[config.mk]
export PLATFORM = sky130hd
export DESIGN_NAME = alu_multicycle_unit
export DESIGN_NICKNAME = d
export VERILOG_FILES = /design/src/rtl/alu_multicycle_unit.sv
export SDC_FILE = /design/constraint.sdc
export NUM_CORES = 1
export LEC_CHECK = 0
export CAP_MARGIN = 15
export CORE_MARGIN = 8
export CORE_UTILIZATION = 27
export DETAILED_ROUTE_END_ITERATION = 7
export SETUP_SLACK_MARGIN = 0.5
export SLEW_MARGIN = 20
export SYNTH_ARGS = -nofsm -noshare
export SYNTH_HDL_FRONTEND = slang
export SYNTH_SLANG_ARGS = --single-unit
[constraint.sdc]
create_clock -name clk -period 6.1 [get_ports clk]
set_clock_uncertainty 0.1 [all_clocks]
set_input_delay 0.915 -clock clk [delete_from_list [all_inputs] [get_ports clk]]
set_output_delay 0.915 -clock clk [all_outputs]
set_load 0.02 [all_outputs]
[src/rtl/alu_multicycle_unit.sv]
// alu_multicycle_unit
//   RV32 EX-stage ALU. RV32I integer ops complete in one cycle. MUL, MULHU,
//   DIVU and REMU iterate one bit per cycle for WIDTH cycles. Operands and
//   results move through valid/ready handshakes so the pipeline can stall.
// Ports
//   clk        rising-edge clock
//   rst        synchronous reset, active-high
//   in_valid   operands/op presented
//   in_ready   unit can accept (IDLE only)
//   in_a       operand A (dividend / multiplicand)
//   in_b       operand B (divisor / multiplier / shift amount)
//   in_op      operation select
//   out_valid  result available (DONE only)
//   out_ready  consumer takes result
//   out_result result, held stable until taken
//   out_zero   out_result == 0
module alu_multicycle_unit #(
  parameter int WIDTH = 32,
  parameter int OP_W  = 4
) (
  input  logic             clk,
  input  logic             rst,
  input  logic             in_valid,
  output logic             in_ready,
  input  logic [WIDTH-1:0] in_a,
  input  logic [WIDTH-1:0] in_b,
  input  logic [OP_W-1:0]  in_op,
  output logic             out_valid,
  input  logic             out_ready,
  output logic [WIDTH-1:0] out_result,
  output logic             out_zero
);

  localparam int SH_W  = $clog2(WIDTH);
  localparam int CNT_W = $clog2(WIDTH);

  typedef enum logic [1:0] {S_IDLE, S_BUSY, S_DONE} state_e;

  typedef enum logic [OP_W-1:0] {
    OP_ADD   = OP_W'(0),
    OP_SUB   = OP_W'(1),
    OP_AND   = OP_W'(2),
    OP_OR    = OP_W'(3),
    OP_XOR   = OP_W'(4),
    OP_SLL   = OP_W'(5),
    OP_SRL   = OP_W'(6),
    OP_SRA   = OP_W'(7),
    OP_SLT   = OP_W'(8),
    OP_SLTU  = OP_W'(9),
    OP_MUL   = OP_W'(10),
    OP_MULHU = OP_W'(11),
    OP_DIVU  = OP_W'(12),
    OP_REMU  = OP_W'(13)
  } op_e;

  state_e             state_q, state_d;
  op_e                op_in;
  logic [WIDTH-1:0]   alu_res;
  logic [WIDTH-1:0]   opnd_q;
  logic [WIDTH-1:0]   result_q;
  logic [2*WIDTH-1:0] acc_q, acc_next;
  logic [CNT_W-1:0]   cnt_q;
  logic               is_mul_q;
  logic               hi_sel_q;
  logic               iter_op;
  logic               last_iter;
  logic [SH_W-1:0]    shamt;
  logic [WIDTH:0]     mul_sum;
  logic [WIDTH:0]     div_trial;

  assign op_in      = op_e'(in_op);
  assign shamt      = in_b[SH_W-1:0];
  assign last_iter  = (cnt_q == CNT_W'(WIDTH - 1));
  assign out_result = result_q;
  assign out_zero   = (result_q == '0);

  always_comb begin
    iter_op = (op_in == OP_MUL) || (op_in == OP_MULHU) ||
              (op_in == OP_DIVU) || (op_in == OP_REMU);
  end

  // Next state and handshake outputs
  always_comb begin
    state_d   = state_q;
    in_ready  = 1'b0;
    out_valid = 1'b0;
    case (state_q)
      S_IDLE: begin
        in_ready = 1'b1;
        if (in_valid) state_d = iter_op ? S_BUSY : S_DONE;
      end
      S_BUSY: begin
        if (last_iter) state_d = S_DONE;
      end
      S_DONE: begin
        out_valid = 1'b1;
        if (out_ready) state_d = S_IDLE;
      end
      default: state_d = S_IDLE;
    endcase
  end

  always_ff @(posedge clk) begin
    if (rst) state_q <= S_IDLE;
    else     state_q <= state_d;
  end

  // Single-cycle operations
  always_comb begin
    alu_res = '0;
    case (op_in)
      OP_ADD:  alu_res = in_a + in_b;
      OP_SUB:  alu_res = in_a - in_b;
      OP_AND:  alu_res = in_a & in_b;
      OP_OR:   alu_res = in_a | in_b;
      OP_XOR:  alu_res = in_a ^ in_b;
      OP_SLL:  alu_res = in_a << shamt;
      OP_SRL:  alu_res = in_a >> shamt;
      OP_SRA:  alu_res = $unsigned($signed(in_a) >>> shamt);
      OP_SLT:  alu_res = {{(WIDTH-1){1'b0}}, ($signed(in_a) < $signed(in_b))};
      OP_SLTU: alu_res = {{(WIDTH-1){1'b0}}, (in_a < in_b)};
      default: alu_res = '0;
    endcase
  end

  // One iteration step. acc holds {high, low} halves:
  //   multiply: {partial product, remaining multiplier bits}, shift right
  //   divide:   {remainder, dividend bits becoming quotient}, shift left
  // A zero divisor always "fits", giving all-ones quotient and the dividend
  // as remainder, which is exactly the RISC-V divide-by-zero result.
  always_comb begin
    mul_sum   = {1'b0, acc_q[2*WIDTH-1:WIDTH]} +
                {1'b0, (acc_q[0] ? opnd_q : {WIDTH{1'b0}})};
    div_trial = {acc_q[2*WIDTH-1:WIDTH], acc_q[WIDTH-1]} - {1'b0, opnd_q};
    if (is_mul_q)
      acc_next = {mul_sum, acc_q[WIDTH-1:1]};
    else if (!div_trial[WIDTH])
      acc_next = {div_trial[WIDTH-1:0], acc_q[WIDTH-2:0], 1'b1};
    else
      acc_next = {acc_q[2*WIDTH-2:0], 1'b0};
  end

  always_ff @(posedge clk) begin
    if (rst) begin
      acc_q    <= '0;
      opnd_q   <= '0;
      cnt_q    <= '0;
      result_q <= '0;
      is_mul_q <= 1'b0;
      hi_sel_q <= 1'b0;
    end else begin
      case (state_q)
        S_IDLE: begin
          if (in_valid) begin
            if (iter_op) begin
              is_mul_q <= (op_in == OP_MUL) || (op_in == OP_MULHU);
              // MULHU and REMU take the upper half of the accumulator
              hi_sel_q <= (op_in == OP_MULHU) || (op_in == OP_REMU);
              cnt_q    <= '0;
              if ((op_in == OP_MUL) || (op_in == OP_MULHU)) begin
                opnd_q <= in_a;
                acc_q  <= {{WIDTH{1'b0}}, in_b};
              end else begin
                opnd_q <= in_b;
                acc_q  <= {{WIDTH{1'b0}}, in_a};
              end
            end else begin
              result_q <= alu_res;
            end
          end
        end
        S_BUSY: begin
          acc_q <= acc_next;
          cnt_q <= cnt_q + CNT_W'(1);
          if (last_iter)
            result_q <= hi_sel_q ? acc_next[2*WIDTH-1:WIDTH] : acc_next[WIDTH-1:0];
        end
        default: ;
      endcase
    end
  end

endmodule

### Word level (Yosys, flattened, before mapping)

Cells that the tools add are included.
W data, S select, Z words.

| storage, ports and cells | value |
|---|---|
| bits of input ports | 72 |
| flip-flop bits (word level) | 137 |
| logic and storage cells | 77 |
| latch bits | 0 |
| bits in writable memories | 0 |
| memories | 0 |
| memory bits (read-only) | 0 |

| cells by class | value |
|---|---|
| $mul | 0 |
| eq/ne operators | 21 |
| add/subtract/negate cells | 5 |
| bitwise gates (word level) | 3 |
| muxes and demuxes | 24 |
| div/mod/pow operators | 0 |
| shift-type cells | 3 |
| order comparisons | 2 |
| reductions and logical operators | 12 |

Operator list:

| cell | number |
|---|---|
| $pmux W32 S10 | 1 |
| $mux W64 | 4 |
| $mux W32 | 7 |
| $pmux W64 S2 | 1 |
| $lt A32 B32 Y1 | 2 |
| $pmux W32 S2 | 1 |
| $add A32 B32 Y33 | 1 |
| $sub A33 B32 Y33 | 1 |
| $add A32 B32 Y32 | 1 |
| $and A32 B32 Y32 | 1 |
| $logic_not A32 Y1 | 1 |
| $or A32 B32 Y32 | 1 |
| $shl A32 B5 Y32 | 1 |
| $shr A32 B5 Y32 | 1 |
| $sshr A32 B5 Y32 | 1 |
| $sub A32 B32 Y32 | 1 |
| $xor A32 B32 Y32 | 1 |
| $eq A4 B4 Y1 const B | 6 |
| $eq A4 B3 Y1 const B | 4 |
| $mux W5 | 2 |
| $ne A2 B2 Y1 const B | 5 |
| $pmux W5 S2 | 1 |
| $reduce_and A3 Y1 | 3 |
| $eq A4 B2 Y1 const B | 2 |
| 13 further kinds | 20 |

### Logic depth before layout (Yosys ltp)

Gate-level depths: netlist of the first run.

| depth | value |
|---|---|
| depth in word-level cells | 7 |
| depth in mapped cells | 16 |
| mapped depth without buffers | 14 |

### Least setup slack after synthesis of the first run

Ideal clock, no wire load.

| path | value |
|---|---|
| path kind | in2reg |
| start point | input port in_b[3] |
| end point | register result_q[30], in the netlist out_result[30] |
| arrival time | 4.177 ns |
| stages | 16 |
| required time | 5.866 ns |
| path buffers | 4 |
| setup time | 0.134 ns |
| slack | 1.689 ns |
| cell sequence | inv_1 clkbuf_1 clkbuf_1 clkbuf_1 ha_1 buf_2 nand2b_1 o311ai_1 a21oi_1 a2111oi_2 nor2_1 a21oi_4 o31ai_1 mux2_4 o31ai_2 a211oi_2 |

| between the ends | value |
|---|---|
| cells in the longest elaborated chain, start to end | 5 |
| elaborated cells on any way between the ends | 9 |

Ends and longest elaborated chain:

| element | RTL line | RTL |
|---|---|---|
| from (decl) | 26 | `input logic [WIDTH-1:0] in_b,` |
| $sub A32 B32 Y32 (tied with other cells) | 113 | `OP_SUB: alu_res = in_a - in_b;` |
| $pmux W32 S10 (*) | 111 | `case (op_in)` |
| $mux W32 (*) | 155 | `if (iter_op) begin` |
| $mux W32 (*) | 154 | `if (in_valid) begin` |
| $pmux W32 S2 (*) | 152 | `case (state_q)` |
| to (signal assigned) | 168 | `result_q <= alu_res;` |
| to (signal assigned) | 176 | `result_q <= hi_sel_q ? acc_next[2*WIDTH-1:WIDTH] : acc_next[WIDTH-1:0];` |
| to (decl) | 60 | `logic [WIDTH-1:0] result_q;` |

Every way passes the cells marked *; elsewhere a longest branch is shown, timed or not. The select of a mux whose other input is x is not followed.
A chain may end at the register's enable or synchronous reset.

### Worst setup path after layout of the first run

| path | value |
|---|---|
| start point | input port in_a[8] |
| end point | register result_q[24], in the netlist out_result[24] |

| between the ends | value |
|---|---|
| cells in the longest elaborated chain, start to end | 5 |
| elaborated cells on any way between the ends | 9 |

Ends and longest elaborated chain:

| element | RTL line | RTL |
|---|---|---|
| from (decl) | 25 | `input logic [WIDTH-1:0] in_a,` |
| $sub A32 B32 Y32 (tied with other cells) | 113 |  |
| $pmux W32 S10 (*) | 111 |  |
| $mux W32 (*) | 155 |  |
| $mux W32 (*) | 154 |  |
| $pmux W32 S2 (*) | 152 |  |

Marked as above.

==> results of run 1 <==
[sequential cells by signal, summed over array words and instances, names as in the netlist]
register	flops
cnt_q	5
acc_q	64
opnd_q	32
state_q	2
hi_sel_q	1
out_result	32
is_mul_q	1
[per-stage QoR]
stage | area, um2 | setup WS (ns)
floorplan | 20100 | 1.689
detailed placement | 22000 | 0.9170
CTS | 22580 | 1.371
global route | 22580 | 1.143
global placement | 22000 | 1.017
finish | 22580 | 1.271
[cells by family after synthesis]
kind of cell             after synthesis  synth area share (%)
AO/OA/AOI/OAI                       1033                 33.99
XOR/XNOR                              55                 2.396
adder cells (fa/ha/maj)              170                 10.73
buffers and inverters                372                 7.637
flip-flops                           137                 13.64
multiplexers                         165                 11.51
AND/OR/NAND/NOR                      901                 20.10
[per-layer routing]
metal  track usage (%)  wire length (um)  vias to the layer above
met1             30.28             41060                    10760
met2             32.92             40420                     1121
li1                  -                 -                    10413
met3             3.513              8764                      150
met5                 0                 0                        -
met4             6.714              3006                        0
[synthesized netlist by cell type (8+ instances only)]
cell type | n | area, um2
o31ai_1 | 34 | 255.2
a22oi_1 | 22 | 165.2
nor2_1 | 394 | 1479
a221o_1 | 12 | 120.1
and2_1 | 42 | 262.8
a31oi_1 | 31 | 193.9
a311oi_1 | 10 | 87.58
mux4_2 | 51 | 1149
o221ai_1 | 11 | 96.34
mux2_2 | 14 | 157.7
a21o_1 | 41 | 307.8
nor4_1 | 19 | 118.9
buf_4 | 11 | 82.58
and3_1 | 12 | 75.07
clkbuf_1 | 159 | 596.8
a21boi_0 | 10 | 75.07
o2111ai_1 | 11 | 96.34
buf_2 | 29 | 145.1
nor2b_1 | 20 | 125.1
inv_1 | 150 | 563.0
xor2_1 | 23 | 201.4
buf_1 | 13 | 48.80
nand3_1 | 48 | 240.2
o21bai_1 | 25 | 187.7
a221oi_1 | 26 | 227.7
dfxtp_1 | 137 | 2743
nand2_1 | 221 | 829.6
nand2b_1 | 22 | 137.6
nor3_1 | 61 | 305.3
buf_6 | 8 | 90.09
mux2i_1 | 98 | 980.9
o211ai_1 | 45 | 337.8
a21oi_1 | 322 | 1612
a211o_1 | 14 | 122.6
a211oi_1 | 77 | 578.1
o22ai_1 | 53 | 331.6
o21ai_0 | 167 | 835.8
ha_1 | 166 | 2077
xnor2_1 | 32 | 280.3
nand4_1 | 18 | 112.6
or3_1 | 8 | 50.05
o21a_1 | 17 | 127.6
a22o_1 | 19 | 166.4
[worst max-delay path by stage]
stage / from / endpoint / depth (start not counted)
2_1_floorplan: in_b[3] / out_result[30]$_SDFFE_PP0P_ / 16
3_3_place_gp: in_a[8] / out_result[24]$_SDFFE_PP0P_ / 13
3_5_place_dp: in_a[8] / out_result[24]$_SDFFE_PP0P_ / 13
4_1_cts: in_a[8] / out_result[24]$_SDFFE_PP0P_ / 13
5_1_grt: in_a[8] / out_result[24]$_SDFFE_PP0P_ / 13
6_report: in_a[8] / out_result[24]$_SDFFE_PP0P_ / 13
[power groups by stage]
stage                     logic (uW)  clock network, uW  registers [uW]
after detailed placement        1910                  0            1020
final                           1970               1020            1010
after floorplan                 1260                  0            1020
after global routing            2100               1070            1010
after CTS                       1920               1030            1000
after global placement          1920                  0            1020
[final cells by class]
cell class | instances | area (um2)
Fill cell | 8105 | 51500
Tap cell | 969 | 1212
Clock inverter | 13 | 108.9
Sequential cell | 137 | 2746
Inverter | 151 | 566.8
Clock buffer | 19 | 464.2
Multi-Input combinational cell | 2324 | 15860
Timing Repair Buffer | 178 | 1619
==> results.txt, run 1 <==
status: finished, final reports clean
final setup violation count: 0
total track usage: 21.41%
cts repair resizes: 0
CP Class: in -> reg
Reg power frac: 25.1%
Synth Instances: 2833
Tot Pwr: 3999 uW
post-layout util: 30.48%
Crit. End Element: flop
CP Cell Sequence: clkdlybuf4s50_1 -> inv_1 -> ha_1 -> inv_1 -> o31ai_1 -> a211oi_1 -> a2111oi_0 -> nor3_1 -> o221ai_1 -> a21oi_1 -> mux2i_1 -> a211oi_1 -> o22ai_1
syn_area_per_cell: 7.096 um2
Sink Count: 137
minimum clock period: 4.829 ns
Top-Level Pins: 107
R2R Path End: out_result[29]$_SDFFE_PP0P_
worst hold slack: 0.4121 ns
initial antenna violation count: 0
Ant. Diodes: 0
Pre-antenna DRT Iters: 6
Core Box Area: 74070 um2
max frequency: 207.1 MHz
FF-to-FF Start: acc_q[31]$_SDFFE_PP0P_
worst-path maximum fanout: 12
total die area: 83440 um2
Gate power share: 49.3%
Overflow after GRT: 0
clk root buf: clkbuf_16
max incr delay on CP: 0.79 ns
ys flop type: dfxtp_1
largest net degree at the start of global routing: 82
ys async rst share: 0%
Post-synth EDFFs: 0
CP max-delay cell: clkdlybuf4s50_1
final-report max-slew violation count: 0
die span in x: 288.9 um
most common cell after layout, fill and taps aside: nor2_1
starting density of the core: 27.14%
post-synthesis sequential area ratio: 13.64%
clk_lat worst skew: 0.45 ns
Hold Crit Class: reg -> reg
Worst-path clk slew: 0.06 ns
Vert. Die Dim: 288.9 um
worst slew pin tran: 1.058 ns
Critical Path Source Type: input pin
H-tree depth: 4
Num CTS Buffers: 17
r2r setup slk: 1.59 ns
global-route wire length before repair: 137300 um
Worst slew margin: 29.05%
layout cells sized above 1: 8.044%
number of remaining DRC errors: 0
switching part of the total: 44.81%
routed vias: 22444
clock network power share: 25.5%
Yosys cell types: 100
Syn Std Cell Area: 20100 um2
CP Data Arrival Time: 5.05 ns
Max Buffers Root-to-Sink: 2
synth warn: 0
Seq cells post-synth: 137
total negative slack: 0 ns
Buf+Inv Stages, Crit Path: 3
Lkg Pwr: 0.008757 uW
routed vias/inst: 5.920
vias in the first global route: 20758
DR iter-0 viols: 2633
max_cap viols: 0
routability congestion estimate: 1.010
dpl hpwl: 73810 um
PortBufs: 106
Non-Filler Instances: 3791
Internal: 2207 uW
Cells after DPL: 3759
CTS tree: built
row count: 100
Post-CTS Setup Repair Bufs: 0
most frequent cells in the layout: nor2_1 (393), a21oi_1 (322), nand2_1 (221), o21ai_0 (167), ha_1 (166)
Tcrit/Tclk final: 79.16%
Crit path max-delay family: compound AO/OA/AOI/OAI gates
CTS Hold Bufs: 0
final WL: 93250 um
synthesis-to-layout area growth: 12.30%
syn_nets: 3075
R2R cell count: 13
Sw Pwr: 1792 uW
maximum vdd drop: 0.1933 mV
pwr/cell area: 177.2 nW/um2
WL/cell: 24.60 um
ANT nets after route: 0
Hold Crit Depth: 1
hold worst-path end: cnt_q[0]$_SDFFE_PP0P_
hold_sp: cnt_q[0]$_SDFFE_PP0P_
data required time at the worst endpoint: 6.32 ns
RSZ-0062 raised after global routing: no
nets: 3051
Hold Violations, Final: 0
Note: power is estimated with default switching activity, not from simulation.
==> run 2, diff against run 1 <==
Clock period 6.1 ns to 4.3 ns, I/O delays scaled along.
==> run 2 against run 1 <==
Clock power up 56%. Largest cell class unchanged. Global-route usage up 0.28 points. Highest routed layer unchanged. Register-to-register slack got worse by 0.91 ns. Critical endpoint is now out_result[27]$_SDFFE_PP0P_.
==> results.txt, run 2 (synthesis results as in run 1) <==
H-tree depth: 4
Reg power frac: 23.4%
WL/cell: 24.01 um
hold worst-path end: cnt_q[0]$_SDFFE_PP0P_
Non-Filler Instances: 3939
synthesis-to-layout area growth: 19.79%
layout cells sized above 1: 13.47%
max incr delay on CP: 0.63 ns
largest net degree at the start of global routing: 84
max FFs per register: 64
Hold Violations, Final: 0
pwr/cell area: 252.4 nW/um2
Buf+Inv Stages, Crit Path: 3
Gate power share: 50.3%
maximum vdd drop: 0.3075 mV
Sink Count: 137
global-route wire length before repair: 138900 um
ANT nets after route: 0
R2R Path End: out_result[3]$_SDFFE_PP0P_
final setup violation count: 0
Crit. End Element: flop
Hold Crit Class: reg -> reg
clock network power share: 26.2%
CP Class: in -> reg
CP max-delay cell: clkdlybuf4s50_1
Tcrit/Tclk final: 87.94%
final-report max-slew violation count: 0
r2r setup slk: 0.68 ns
Sw Pwr: 2581 uW
routed vias/inst: 5.882
Crit path max-delay family: compound AO/OA/AOI/OAI gates
Vert. Die Dim: 288.9 um
Overflow after GRT: 0
DR iter-0 viols: 2748
worst-path maximum fanout: 10
minimum clock period: 3.782 ns
dpl hpwl: 75830 um
Max Buffers Root-to-Sink: 2
Core Box Area: 74070 um2
CP Cell Sequence: clkdlybuf4s50_1 -> inv_1 -> ha_1 -> inv_1 -> a21oi_1 -> o311ai_0 -> a21oi_1 -> nor2_1 -> a211oi_1 -> o221ai_1 -> a21oi_1 -> o32ai_1
worst slew pin tran: 1.054 ns
Pre-antenna DRT Iters: 6
Hold Crit Depth: 1
hold_sp: cnt_q[0]$_SDFFE_PP0P_
routed vias: 23169
RSZ-0062 raised after global routing: yes
row count: 100
Num CTS Buffers: 17
Biggest register: acc_q
PortBufs: 106
data required time at the worst endpoint: 4.49 ns
number of remaining DRC errors: 0
Top-Level Pins: 107
initial antenna violation count: 1
starting density of the core: 27.14%
worst hold slack: 0.3993 ns
most common cell after layout, fill and taps aside: nor2_1
Cells after DPL: 3902
nets: 3198
most frequent CP cell: a21oi_1
Internal: 3497 uW
max frequency: 264.4 MHz
Critical Path Source Type: input pin
total negative slack: 0 ns
Lkg Pwr: 0.009578 uW
CP Data Arrival Time: 3.98 ns
routability congestion estimate: 1.042
clk_lat worst skew: 0.44 ns
FF-to-FF Start: acc_q[31]$_SDFFE_PP0P_
switching part of the total: 42.46%
most frequent cells in the layout: nor2_1 (391), a21oi_1 (314), nand2_1 (221), buf_4 (206), ha_1 (165)
status: finished, final reports clean
die span in x: 288.9 um
max_cap viols: 0
Worst slew margin: 29.48%
final WL: 94580 um
vias in the first global route: 21217
R2R cell count: 17
CTS tree: built
total track usage: 21.69%
Worst-path clk slew: 0.06 ns
total die area: 83440 um2
clk root buf: clkbuf_16
[run 2: how the worst max path moves through the flow]
stage,startpoint,cells past startpoint,to
after floorplan,in_b[1],15,out_result[30]$_SDFFE_PP0P_
after global placement,in_a[0],14,out_result[24]$_SDFFE_PP0P_
after detailed placement,in_a[0],14,out_result[24]$_SDFFE_PP0P_
after CTS,acc_q[0]$_SDFFE_PP0P_,14,out_result[26]$_SDFFE_PP0P_
after global routing,in_a[3],14,out_result[23]$_SDFFE_PP0P_
final,in_b[22],12,out_result[27]$_SDFFE_PP0P_
[run 2: power by group through the flow]
stage	logic, uW	clock network (uW)	registers [uW]
final	3060	1590	1420
after global routing	3250	1660	1430
after CTS	2900	1610	1420
after detailed placement	2880	0	1450
after global placement	2890	0	1450
after floorplan	1790	0	1440
[run 2: timing repair]
action                                  in CTS  in global routing
pin swaps                                    1                  9
resized for setup                            4                 44
hold buffers                                 0                  0
setup buffers                                1                  2
endpoints found under the setup margin      11                 37
cloned                                       0                  1
[run 2: stage by stage]
| stage | util [%] | instance area [um2] | total power [uW] | worst slack (ns) |
|---|---|---|---|---|
| floorplan | - | 20120 | 3238 | 0.5313 |
| global placement | 31.31 | 23190 | 4340 | -0.02853 |
| detailed placement | 31.31 | 23190 | 4333 | -0.03491 |
| CTS | 32.20 | 23850 | 5933 | 0.4948 |
| global route | 32.51 | 24080 | 6342 | 0.4394 |
| finish | 32.51 | 24080 | 6078 | 0.5185 |
[run 2: final cells by class]
class / count / area, um2
inverters: 151 / 566.8
clock buffers: 20 / 467.9
well taps: 969 / 1212
clock inverters: 12 / 163.9
repair buffers: 325 / 2874
diodes: 1 / 2.502
flip-flops and latches: 137 / 2746
fillers: 8083 / 49990
multi-input cells: 2324 / 16050
[run 2: per-layer routing]
metal | share of wire, % | up-vias | GRT usage [%]
li1 | - | 10707 | -
met5 | 0 | - | 0
met4 | 3.4 | 0 | 6.941
met1 | 44 | 11083 | 30.66
met3 | 9.0 | 175 | 3.058
met2 | 44 | 1204 | 33.70
